File: src/rtl/oci_dct_capture_ctrl.sv
// Nios II OCI debug-capture trace (DCT) sequencer: packs ITEM_W-bit trace items LSB-first into a 30-bit frame and hands frames to the consumer.
// Latency: frame_valid rises one cycle after the DEPTH-th accept (or the test_ending / timeout decision); outputs are registered except item_ready.
// Backpressure: item_ready is low while a frame is offered (EMIT) and after capture has ended; a frame is held stable until frame_ready.
// Optional idle-timeout flush of partial frames is compiled in with `define OCI_DCT_TIMEOUT_EN.
module oci_dct_capture_ctrl #(
    parameter int ITEM_W  = 2,
    parameter int DEPTH   = 15,
    parameter int TIMEOUT = 64
) (
    input  logic              clk,
    input  logic              reset,
    input  logic              item_valid,
    input  logic [ITEM_W-1:0] item_data,
    output logic              item_ready,
    output logic [29:0]       dct_buffer,
    output logic [3:0]        dct_count,
    output logic              frame_valid,
    input  logic              frame_ready,
    input  logic              test_ending,
    output logic              test_has_ended
);

    typedef enum logic [1:0] {
        S_CAPTURE = 2'd0,
        S_EMIT    = 2'd1,
        S_ENDED   = 2'd2
    } state_t;

    // Frame geometry must exactly fill the 30-bit buffer and fit the 4-bit count.
    generate
        if ((ITEM_W * DEPTH != 30) || (DEPTH > 15) || (TIMEOUT < 2) || (TIMEOUT > 128)) begin : g_param_check
            $error("oci_dct_capture_ctrl: illegal ITEM_W/DEPTH/TIMEOUT combination");
        end
    endgenerate

    state_t      r_state;
    state_t      w_next;
    logic [29:0] r_buf;
    logic [3:0]  r_cnt;
    logic        r_fv;
    logic        r_ended;
    logic        r_pending;

    logic        w_acc;
    logic [3:0]  w_cnt_post;
    logic        w_full;
    logic        w_timeout;

    // An item is taken only while capturing; the count after this cycle's accept drives the flush decisions.
    assign w_acc      = (r_state == S_CAPTURE) && item_valid;
    assign w_cnt_post = r_cnt + {3'b000, w_acc};
    assign w_full     = w_acc && (w_cnt_post == 4'(DEPTH));

`ifdef OCI_DCT_TIMEOUT_EN
    logic [6:0] r_idle;
    logic       w_idle_run;

    // Idle counting only matters while a partial frame is sitting in the buffer.
    assign w_idle_run = (r_state == S_CAPTURE) && (r_cnt != 4'd0) && !w_acc;
    assign w_timeout  = w_idle_run && (r_idle == 7'(TIMEOUT - 1));

    // Idle counter: advances on idle cycles, clears on accept, on timeout and outside CAPTURE.
    always_ff @(posedge clk) begin
        if (reset) begin
            r_idle <= 7'd0;
        end else if (w_idle_run && !w_timeout) begin
            r_idle <= r_idle + 7'd1;
        end else begin
            r_idle <= 7'd0;
        end
    end
`else
    assign w_timeout = 1'b0;
`endif

    // State register.
    always_ff @(posedge clk) begin
        if (reset) begin
            r_state <= S_CAPTURE;
        end else begin
            r_state <= w_next;
        end
    end

    // Next-state: full frame beats test_ending beats timeout; ENDED is absorbing until reset.
    always_comb begin
        w_next = r_state;
        case (r_state)
            S_CAPTURE: begin
                if (w_full) begin
                    w_next = S_EMIT;
                end else if (test_ending) begin
                    w_next = (w_cnt_post != 4'd0) ? S_EMIT : S_ENDED;
                end else if (w_timeout) begin
                    w_next = S_EMIT;
                end
            end
            S_EMIT: begin
                if (frame_ready) begin
                    w_next = (r_pending || test_ending) ? S_ENDED : S_CAPTURE;
                end
            end
            S_ENDED: w_next = S_ENDED;
            default: w_next = S_CAPTURE;
        endcase
    end

    // item_ready is the only combinational output and depends on state alone.
    always_comb begin
        item_ready = (r_state == S_CAPTURE);
    end

    // Frame datapath and registered status outputs; handshake clears the buffer so partial frames are zero-padded.
    always_ff @(posedge clk) begin
        if (reset) begin
            r_buf     <= 30'd0;
            r_cnt     <= 4'd0;
            r_fv      <= 1'b0;
            r_ended   <= 1'b0;
            r_pending <= 1'b0;
        end else begin
            r_fv    <= (w_next == S_EMIT);
            r_ended <= (w_next == S_ENDED);
            if (w_acc) begin
                r_buf[ITEM_W*int'(r_cnt) +: ITEM_W] <= item_data;
                r_cnt                               <= w_cnt_post;
            end
            if ((r_state == S_CAPTURE) && test_ending) begin
                r_pending <= 1'b1;
            end
            if ((r_state == S_EMIT) && frame_ready) begin
                r_buf <= 30'd0;
                r_cnt <= 4'd0;
            end
        end
    end

    assign dct_buffer     = r_buf;
    assign dct_count      = r_cnt;
    assign frame_valid    = r_fv;
    assign test_has_ended = r_ended;

endmodule
File: config.mk
export PLATFORM = sky130hd
export DESIGN_NAME = oci_dct_capture_ctrl
export DESIGN_NICKNAME = d
export VERILOG_FILES = /design/src/rtl/oci_dct_capture_ctrl.sv
export SDC_FILE = /design/constraint.sdc
export NUM_CORES = 1
export LEC_CHECK = 0
export BUFFER_PORTS_ARGS = -buffer_cell sky130_fd_sc_hd__buf_4
export CAP_MARGIN = 10
export CORE_MARGIN = 2
export CORE_UTILIZATION = 35
export CTS_CLUSTER_SIZE = 20
export DETAILED_ROUTE_END_ITERATION = 6
export GPL_ROUTABILITY_DRIVEN = 0
export PLACE_DENSITY_LB_ADDON = 0.2
export SYNTH_ARGS = -nofsm -noshare
export SYNTH_HDL_FRONTEND = slang
export SYNTH_SLANG_ARGS = --single-unit
File: constraint.sdc
create_clock -name clk -period 3.3 [get_ports clk]
set_clock_uncertainty 0.05 [all_clocks]
set_input_delay 0.33 -clock clk [delete_from_list [all_inputs] [get_ports clk]]
set_output_delay 0.33 -clock clk [all_outputs]
set_load 0.03 [all_outputs]
; ---- Word-level counts from Yosys, hierarchy flattened
; Cells that the tools add are included.
[word_totals]
register_bits = 39
latchBits = 0
mem_bits_rw = 0
rom_bits = 0
in_bits = 7
out_inout_bits = 37
elab_cells = 30
memories = 0
[op_classes]
n_addsub = 2
mul = 0
div = 0
magnitude_cmp = 0
n_eq_ne = 5
n_shift = 2
mux = 7
bitwise_logic = 0
reduce_logical = 8
[op_table]
columns = operator, n
row1 = $neg 5->33, 1
row2 = $shift 2x33->30 const A, 1
row3 = $shiftx 2x33->30, 1
row4 = $bwmux 30, 1
row5 = $mux 2, 5
row6 = $pmux 2 s3, 1
row7 = $add 4x1->4, 1
row8 = $eq 2x1->1 const B, 2
row9 = $eq 2x2->1 const B, 2
row10 = $eq 4x4->1 const B, 1
row11 = $logic_and 1x1->1, 4
row12 = $reduce_bool 4->1, 1
row13 = $logic_not 2->1, 1
row14 = $reduce_or 2->1, 1
row15 = $logic_or 1x1->1, 1

; ---- Longest topological paths before layout
; Gate-level depths: netlist of the first run.
[logic_depth]
depth_word = 9
depth_mapped = 9
ltp_nobuf = 8

; ---- Worst setup path after synthesis of the first run
; Ideal clock, no wire load.
[synth_timing]
path_kind = register to register
start = register r_cnt[0] (netlist: dct_count[0])
end = register r_buf[20] (netlist: dct_buffer[20])
setup_time_ns = 0.072
arrival_time_ns = 2.371
slack_ns = 0.807
stages_incl_launch_ff = 8
period_less_slack_ns = 2.493
cell_sequence = dfxtp_1 -> clkbuf_1 -> inv_1 -> ha_1 -> xnor2_1 -> nor2b_1 -> and4_1 -> mux2i_1
[synth_via]
elab_chain_cells = 3
elab_cells_between_ends = 4
[synth_rtl]
columns = item, line
row1 = from (decl), 39  ; logic [3:0] r_cnt;
row2 = from (signal assigned), 126  ; r_cnt <= w_cnt_post;
row3 = $neg 5->33 (*), 125  ; r_buf[ITEM_W*int'(r_cnt) +: ITEM_W] <= item_data;
row4 = $shiftx 2x33->30 / $shift 2x33->30 (equally long branches), 125
row5 = $bwmux 30 (*), 125
row6 = "to (signal, indexed assignment)", 125
row7 = to (decl), 38  ; logic [29:0] r_buf;
; Every way passes the cells marked *; elsewhere a longest branch is shown, timed or not.
; A chain may end at the register's enable or synchronous reset.

; ---- Worst setup path after layout of the first run
; Same ends and word-level chain as after synthesis.

==> summary.md, run 1 <==
| Metric | Value |
|---|---|
| Outcome | completed |
| Slew HR | slightly below 60% |
| Slack of the worst reg-to-reg path | 750 ps |
| Die height | 76.54 um |
| Buffer levels on the longest clock path | 2 |
| Xor and xnor area share after synthesis | 1.902% |
| Total number of vias | between 1,500 and 2,000 |
| Number of nets in the layout | 266 |
| Multiplexer fraction of the synthesized cell area | 7.609% |
| Total chip power | 1.112 mW |
| Worst EP required | 3480 ps |
| WL/cell | 13.51 um |
| Critical path startpoint | dct_count[0] |
| Overall die width | 76.54 um |
| Classification of the worst-slack hold path | input port to flop |
| FP Rows | 26 |
| Post-cts gate resize count | 0 |
| Final antenna-violating net count | 0 |
| Hold endpoint | r_pending |
| Wire length of the first global-routing pass | 7.424 mm |
| TritonCTS buffer count | 5 |
| Compound-cell area share of the yosys netlist | approximately an eighth |
| Number of global-route vias before repair | 1,618 |
| CTS HTree Levels | 2 |
| Top post-synthesis cells by area | sky130_fd_sc_hd__dfxtp_1 (42%), sky130_fd_sc_hd__mux2i_1 (7.6%), sky130_fd_sc_hd__a21oi_1 (6.0%), sky130_fd_sc_hd__nand3_1 (5.2%), sky130_fd_sc_hd__nand2_1 (5.1%) |
| Ys flop type | sky130_fd_sc_hd__dfxtp_1 |
| Yosys reg bits | 39 |
| Netlist cell types | 36 |
| Largest net degree at the start of global routing | 21 |
| Worst Reg-to-Reg Cells | 6 |
| Total of buffers placed on input and output ports | 43 |
| Combinational family with the most area after synthesis | simple AND/OR/NAND/NOR gates |
| Clock tree from TritonCTS | done |
| Source of the worst hold timing path | reset |
| Met3 track demand over resource in global routing | 4.265% |
| Nature of the critical path endpoint | flop |
| Post-Synth Simple-Gate Area | 28.94% |
| Global-route track usage on met1 | around a fifth |
| DIE AREA | between 5000 and 6000 um^2 |
| CTS root buffer | sky130_fd_sc_hd__clkbuf_8 |
| # Max-Cap Violations | 0 |
| Most frequent cell after synthesis | sky130_fd_sc_hd__dfxtp_1 |
| Post-Route WL | around 4.4 mm |
| Top cell type by total area after synthesis | sky130_fd_sc_hd__dfxtp_1 |
| Final Critical Period | 2549 ps |
| Antenna violations before repair | 0 |
| Cell count of the worst hold path | 2 |
| Placement-stage cell area | between 2000 and 2500 um^2 |
| Count of endpoints failing setup in the final report | 0 |
| Overall Global Routing Usage | ~16% |
| R2R Path End | dct_buffer[20] |
| Met2 routing resource usage after global routing | about a quarter |
| Number of I/O pins | 44 |
| GR peak layer | met2 |
| Leak | about 0.95 nW |
| Cell area after technology mapping | 1842 um^2 |
| Peak ir drop on the vdd network | 0.0001982 V |
| Diodes inserted | 0 |
| Hold Buf Count CTS | 0 |
| Detailed-placement wirelength estimate | approximately 3.2 mm |
| Yosys top cell area share | 42.39% |
| Final hold slack | 166.3 ps |
| Initial DRC Count | between 100 and 150 |
| Drt first pass iters | 4 |
| Initial standard-cell utilization of the core | ~36% |
| Top cells by count, synth | sky130_fd_sc_hd__dfxtp_1 (39), sky130_fd_sc_hd__nand2_1 (25), sky130_fd_sc_hd__a21oi_1 (22) |
| Setup TNS | 0 ps |
| Number of non-filler instances in the completed layout | between 300 and 400 |
| Ratio of total power to cell area | between 400 and 500 nW/um^2 |
| Number of endpoints with negative hold slack in the final report | 0 |
| Count of placed standard cells including taps | around 320 |
| Ratio of final minimum period to clock period | 77.26% |
| Share of the core filled with cells | around 45% |
| Unrepaired setup endpoints after global routing | false |
| Fmax achieved | 0.3922 GHz |
| Core Footprint | slightly above 5000 um^2 |
| Startpoint kind of the worst setup timing path | flop |
| Critical path class | flop to flop |
| Area growth from synthesis to layout | 26.02% |
| Minimum setup slack after placement | between 800 and 900 ps |
| Post-CTS setup-driven buffer insertion count | 0 |
| Proportion of synthesized flip-flops having asynchronous set or reset | 0% |
| Maximum fanout along the worst path | 12 |
| Synthesized area per cell | roughly 8.6 um^2 |
| Via/cell ratio | 5.067 |
| Total congestion overflow after global routing | 0 |
| Total clock sinks | 39 |
| WP data arrival | ~2700 ps |
| Warnings from Yosys | 0 |
| Seq/Total Area, Yosys | a little over two fifths |
| Max Slew Vio Count | 0 |
| Number of DRC violations after detailed routing | 0 |
| Fraction of layout instances using a drive strength above 1 | between 20% and 30% |
| Later-pin clock latency in the skew report | 300 ps |
| Post-route cell area | about 2300 um^2 |
| Worst-Margin Slew | 615.3 ps |
| Adder-cell share of the synthesized area | about 2.7% |
| Number of synthesized flops with an enable pin | 0 |
| Final Worst Setup Slack | ~750 ps |
| Synthesized netlist cell count | around 220 |
| Clock-pin transition on the worst setup and hold timing paths | ~80 ps |
| Synthesized netlist net count | between 200 and 250 |
| Worst flop-to-flop path startpoint | dct_count[0] |
metal layers:
metal	share of wire, %	vias up	wire length (um)
li1	-	843	-
met1	49	761	2147
met2	45	42	1969
met3	5.1	6	224
met4	1.5	0	64
met5	0	-	0
area by class of cell:
| type | count | area [um^2] |
|---|---|---|
| clock buffers | 6 | 82.58 |
| clock inverters | 2 | 35.03 |
| fillers | 500 | 2786 |
| inverters | 6 | 22.52 |
| multi-input cells | 159 | 982.2 |
| flip-flops and latches | 39 | 780.7 |
| well taps | 70 | 87.58 |
| repair buffers | 44 | 330.3 |
cells in the final DEF, fill, tap and decap left out, types with 2 or more instances in the layout:
cell type / synthesis / routed
sky130_fd_sc_hd__o31ai_1: 2 / 2
sky130_fd_sc_hd__nand3_1: 19 / 19
sky130_fd_sc_hd__ha_1: 4 / 4
sky130_fd_sc_hd__nand4_1: 9 / 9
sky130_fd_sc_hd__o21ai_0: 14 / 14
sky130_fd_sc_hd__inv_1: 6 / 6
sky130_fd_sc_hd__buf_4: 0 / 44
sky130_fd_sc_hd__or3_1: 3 / 3
sky130_fd_sc_hd__a21oi_1: 22 / 22
sky130_fd_sc_hd__xnor2_1: 3 / 3
sky130_fd_sc_hd__nor2b_1: 2 / 2
sky130_fd_sc_hd__nand2b_1: 4 / 4
sky130_fd_sc_hd__dfxtp_1: 39 / 39
sky130_fd_sc_hd__nand2_1: 25 / 25
sky130_fd_sc_hd__clkbuf_8: 0 / 6
sky130_fd_sc_hd__nor2_1: 15 / 15
sky130_fd_sc_hd__a31oi_1: 2 / 2
sky130_fd_sc_hd__mux2i_1: 14 / 14
sky130_fd_sc_hd__or2_2: 2 / 2
sky130_fd_sc_hd__nor3_1: 2 / 2
sky130_fd_sc_hd__and4_1: 3 / 3
report_power, final:
part,internal (mW),switching (mW),total [mW]
combinational,0.0674,0.128,0.195
clock,0.245,0.170,0.415
sequential,0.485,0.0169,0.502
total,0.797,0.315,1.11
sequential cells by signal, indices dropped and copies added, names as in the netlist:
register        count
dct_buffer         30
dct_count           4
r_state             2
frame_valid         1
r_pending           1
test_has_ended      1
kinds of logic after synthesis:
| kind of cell | count (synthesis) |
|---|---|
| xor gates and xnor gates | 4 |
| and+or+nand+nor | 95 |
| DFF | 39 |
| adders and majority gates | 4 |
| AOI/OAI and AO/OA | 42 |
| muxes | 14 |
| buffers and inverters | 17 |
worst max path at each step:
stage,end,slack [ps],depth (start not counted)
5_1_grt,dct_buffer[21],520,6
2_1_floorplan,dct_buffer[20],810,7
6_report,dct_buffer[20],750,6
4_1_cts,dct_buffer[20],780,6
3_3_place_gp,dct_buffer[14],900,6
3_5_place_dp,dct_buffer[21],810,6
critical path, cell delays in order (launching register included):
cell and delay (ps):
sky130_fd_sc_hd__dfxtp_1 550, sky130_fd_sc_hd__inv_1 190, sky130_fd_sc_hd__ha_1 290, sky130_fd_sc_hd__xnor2_1 520
sky130_fd_sc_hd__nor2b_1 410, sky130_fd_sc_hd__and4_1 310, sky130_fd_sc_hd__mux2i_1 180
(Power assumes the default switching activity.)
==> run 2: changes to the inputs <==
==> constraint.sdc (replaced) <==
create_clock -name clk -period 2.6 [get_ports clk]
set_clock_uncertainty 0.05 [all_clocks]
set_input_delay 0.26 -clock clk [delete_from_list [all_inputs] [get_ports clk]]
set_output_delay 0.26 -clock clk [all_outputs]
set_load 0.03 [all_outputs]
==> run 2 against run 1 <==
  * First-iteration DRC count fell by 34%
  * Sequential share of layout area fell by 0.74 points
  * Setup slack got worse by 480 ps
  * Via count rose by 2.9%
  * Die area did not move
  * Register-to-register slack got worse by 480 ps
  * Cell count rose by 2.1%
  * Count of clock-buffer cells in the layout did not move
  * Clock power rose by 15%
  * Fmax rose by 9.2%
  * Combinational power rose by 36%
  * Critical path depth did not move
  * Largest cell class unchanged
==> summary.md, run 2 (same netlist as run 1, synthesis figures left out) <==
| Metric | Value |
|---|---|
| Share of the core filled with cells | between 40% and 50% |
| Total of buffers placed on input and output ports | 43 |
| Number of global-route vias before repair | 1,605 |
| Detailed-placement wirelength estimate | between 3 and 4 mm |
| Classification of the worst-slack hold path | input port to flop |
| Fmax achieved | about 0.43 GHz |
| Maximum fanout along the worst path | 12 |
| Fraction of power consumed by combinational cells | between 10% and 20% |
| Initial standard-cell utilization of the core | a little over a third |
| Slack of the worst reg-to-reg path | roughly 270 ps |
| Slew HR | between 60% and 70% |
| Overall Global Routing Usage | approximately 16% |
| Overall die width | 76.54 um |
| Leak | approximately 0.99 nW |
| # Max-Cap Violations | 0 |
| Final Worst Setup Slack | between 200 and 300 ps |
| TritonCTS buffer count | 5 |
| Area growth from synthesis to layout | 28.87% |
| Initial DRC Count | 75 |
| Total chip power | ~1.4 mW |
| WL/cell | about 13 um |
| Number of nets in the layout | approximately 270 |
| Wire length of the first global-routing pass | 7.734 mm |
| Cell count of the worst hold path | 2 |
| Max Slew Vio Count | 0 |
| Core Footprint | approximately 5100 um^2 |
| Worst flop-to-flop path startpoint | dct_count[0] |
| Die height | 76.54 um |
| Largest register FFs | 30 |
| Later-pin clock latency in the skew report | between 200 and 300 ps |
| Final Critical Period | around 2300 ps |
| Total number of vias | about 1,700 |
| Total clock sinks | 39 |
| Clock tree from TritonCTS | done |
| Total congestion overflow after global routing | 0 |
| Filler instances | approximately 520 |
| Diodes inserted | 0 |
| Register share of total power | a little under half |
| Outcome | completed |
| Source of the worst hold timing path | reset |
| Ratio of final minimum period to clock period | between 80% and 90% |
| Internal power | approximately 0.99 mW |
| Antenna violations before repair | 0 |
| Nature of the critical path endpoint | flop |
| Post-Route WL | 4.394 mm |
| CTS root buffer | sky130_fd_sc_hd__clkbuf_8 |
| Drt first pass iters | 4 |
| Multi-input gate area in the final layout | between 900 and 1000 um^2 |
| Clock-pin transition on the worst setup and hold timing paths | about 70 ps |
| Critical path class | flop to flop |
| Number of DRC violations after detailed routing | 0 |
| Final antenna-violating net count | 0 |
| Via/cell ratio | a little over 5 |
| WP data arrival | roughly 2500 ps |
| Net switching power | between 0.3 and 0.4 mW |
| Minimum setup slack after placement | approximately 180 ps |
| Fraction of layout instances using a drive strength above 1 | roughly a quarter |
| Area occupied by registers | slightly below 800 um^2 |
| Count of endpoints failing setup in the final report | 0 |
| Largest net degree at the start of global routing | 21 |
| Peak ir drop on the vdd network | roughly 0.00022 V |
| Hold endpoint | r_pending |
| Worst-Margin Slew | between 500 and 600 ps |
| Count of placed standard cells including taps | 326 |
| Unrepaired setup endpoints after global routing | false |
| Number of non-filler instances in the completed layout | approximately 330 |
| Buffer levels on the longest clock path | 2 |
| Startpoint kind of the worst setup timing path | flop |
| Number of I/O pins | 44 |
| Worst EP required | 2760 ps |
| Top library cells by usage in the layout, fill and taps aside | sky130_fd_sc_hd__buf_4 (52), sky130_fd_sc_hd__dfxtp_1 (39), sky130_fd_sc_hd__nand2_1 (25) |
| Post-CTS setup-driven buffer insertion count | 0 |
| CTS HTree Levels | 2 |
| Setup TNS | 0 ps |
| Clock power frac | 34.8% |
| R2R Path End | dct_buffer[21] |
| Worst Reg-to-Reg Cells | 6 |
| Commonest non-fill, non-tap cell in the layout | sky130_fd_sc_hd__buf_4 |
| DIE AREA | roughly 5900 um^2 |
| FP Rows | 26 |
| Number of endpoints with negative hold slack in the final report | 0 |
| Ratio of total power to cell area | slightly below 600 nW/um^2 |
| Fraction of power spent switching nets | 27.85% |
==> run 2: through the flow <==
step / hold WS, ps / cell area (um^2)
finish: 108.3 / 2374
global route: 91.47 / 2374
CTS: 95.77 / 2366
detailed placement: 398.3 / 2263
global placement: 402.0 / 2263
floorplan: 282.4 / 1842
==> run 2: how the worst max path moves through the flow <==
stage	startpoint	to	slack (ps)
6_report	dct_count[0]	dct_buffer[21]	270
5_1_grt	r_state[1]	frame_valid	60
4_1_cts	dct_count[0]	dct_buffer[21]	160
3_5_place_dp	dct_count[0]	dct_buffer[21]	180
3_3_place_gp	dct_count[0]	dct_buffer[20]	300
2_1_floorplan	dct_count[0]	dct_buffer[20]	110
==> run 2: power groups by stage <==
stage	registers [mW]	logic (mW)	clock network, mW
floorplan	0.663	0.166	0
global placement	0.647	0.262	0
detailed placement	0.648	0.264	0
CTS	0.634	0.264	0.498
global route	0.637	0.294	0.536
finish	0.634	0.265	0.479
==> run 2: critical path, stage by stage (launching register included) <==
cell                      delay (ps)
sky130_fd_sc_hd__dfxtp_1         550
sky130_fd_sc_hd__nor3_1          140
sky130_fd_sc_hd__ha_1            240
sky130_fd_sc_hd__or4b_4          540
sky130_fd_sc_hd__nor2_1          240
sky130_fd_sc_hd__and4_1          300
sky130_fd_sc_hd__mux2i_1         220
==> run 2: repair_timing <==
| item | in CTS | in global routing |
|---|---|---|
| setup endpoints to repair | 0 | 6 |
| hold buffers | 0 | 0 |
| resized for setup | 0 | 1 |
==> run 2: final cells by class <==
class / count / area share [%]
Multi-Input combinational cell: 159 / 41.70
Timing Repair Buffer: 52 / 16.45
Inverter: 6 / 0.9489
Sequential cell: 39 / 32.89
Clock inverter: 1 / 1.265
Clock buffer: 6 / 3.057
Tap cell: 70 / 3.690
==> run 2: metal layers <==
metal / wire length (um) / global-route usage [%] / share of wire (%) / vias up
met3: 224 / 4.502 / 5.1 / 5
met4: 30 / 5.636 / 0.68 / 0
met2: 2015 / 25.75 / 46 / 39
li1: - / - / - / 867
met5: 0 / 0 / 0 / -
met1: 2123 / 21.81 / 48 / 789
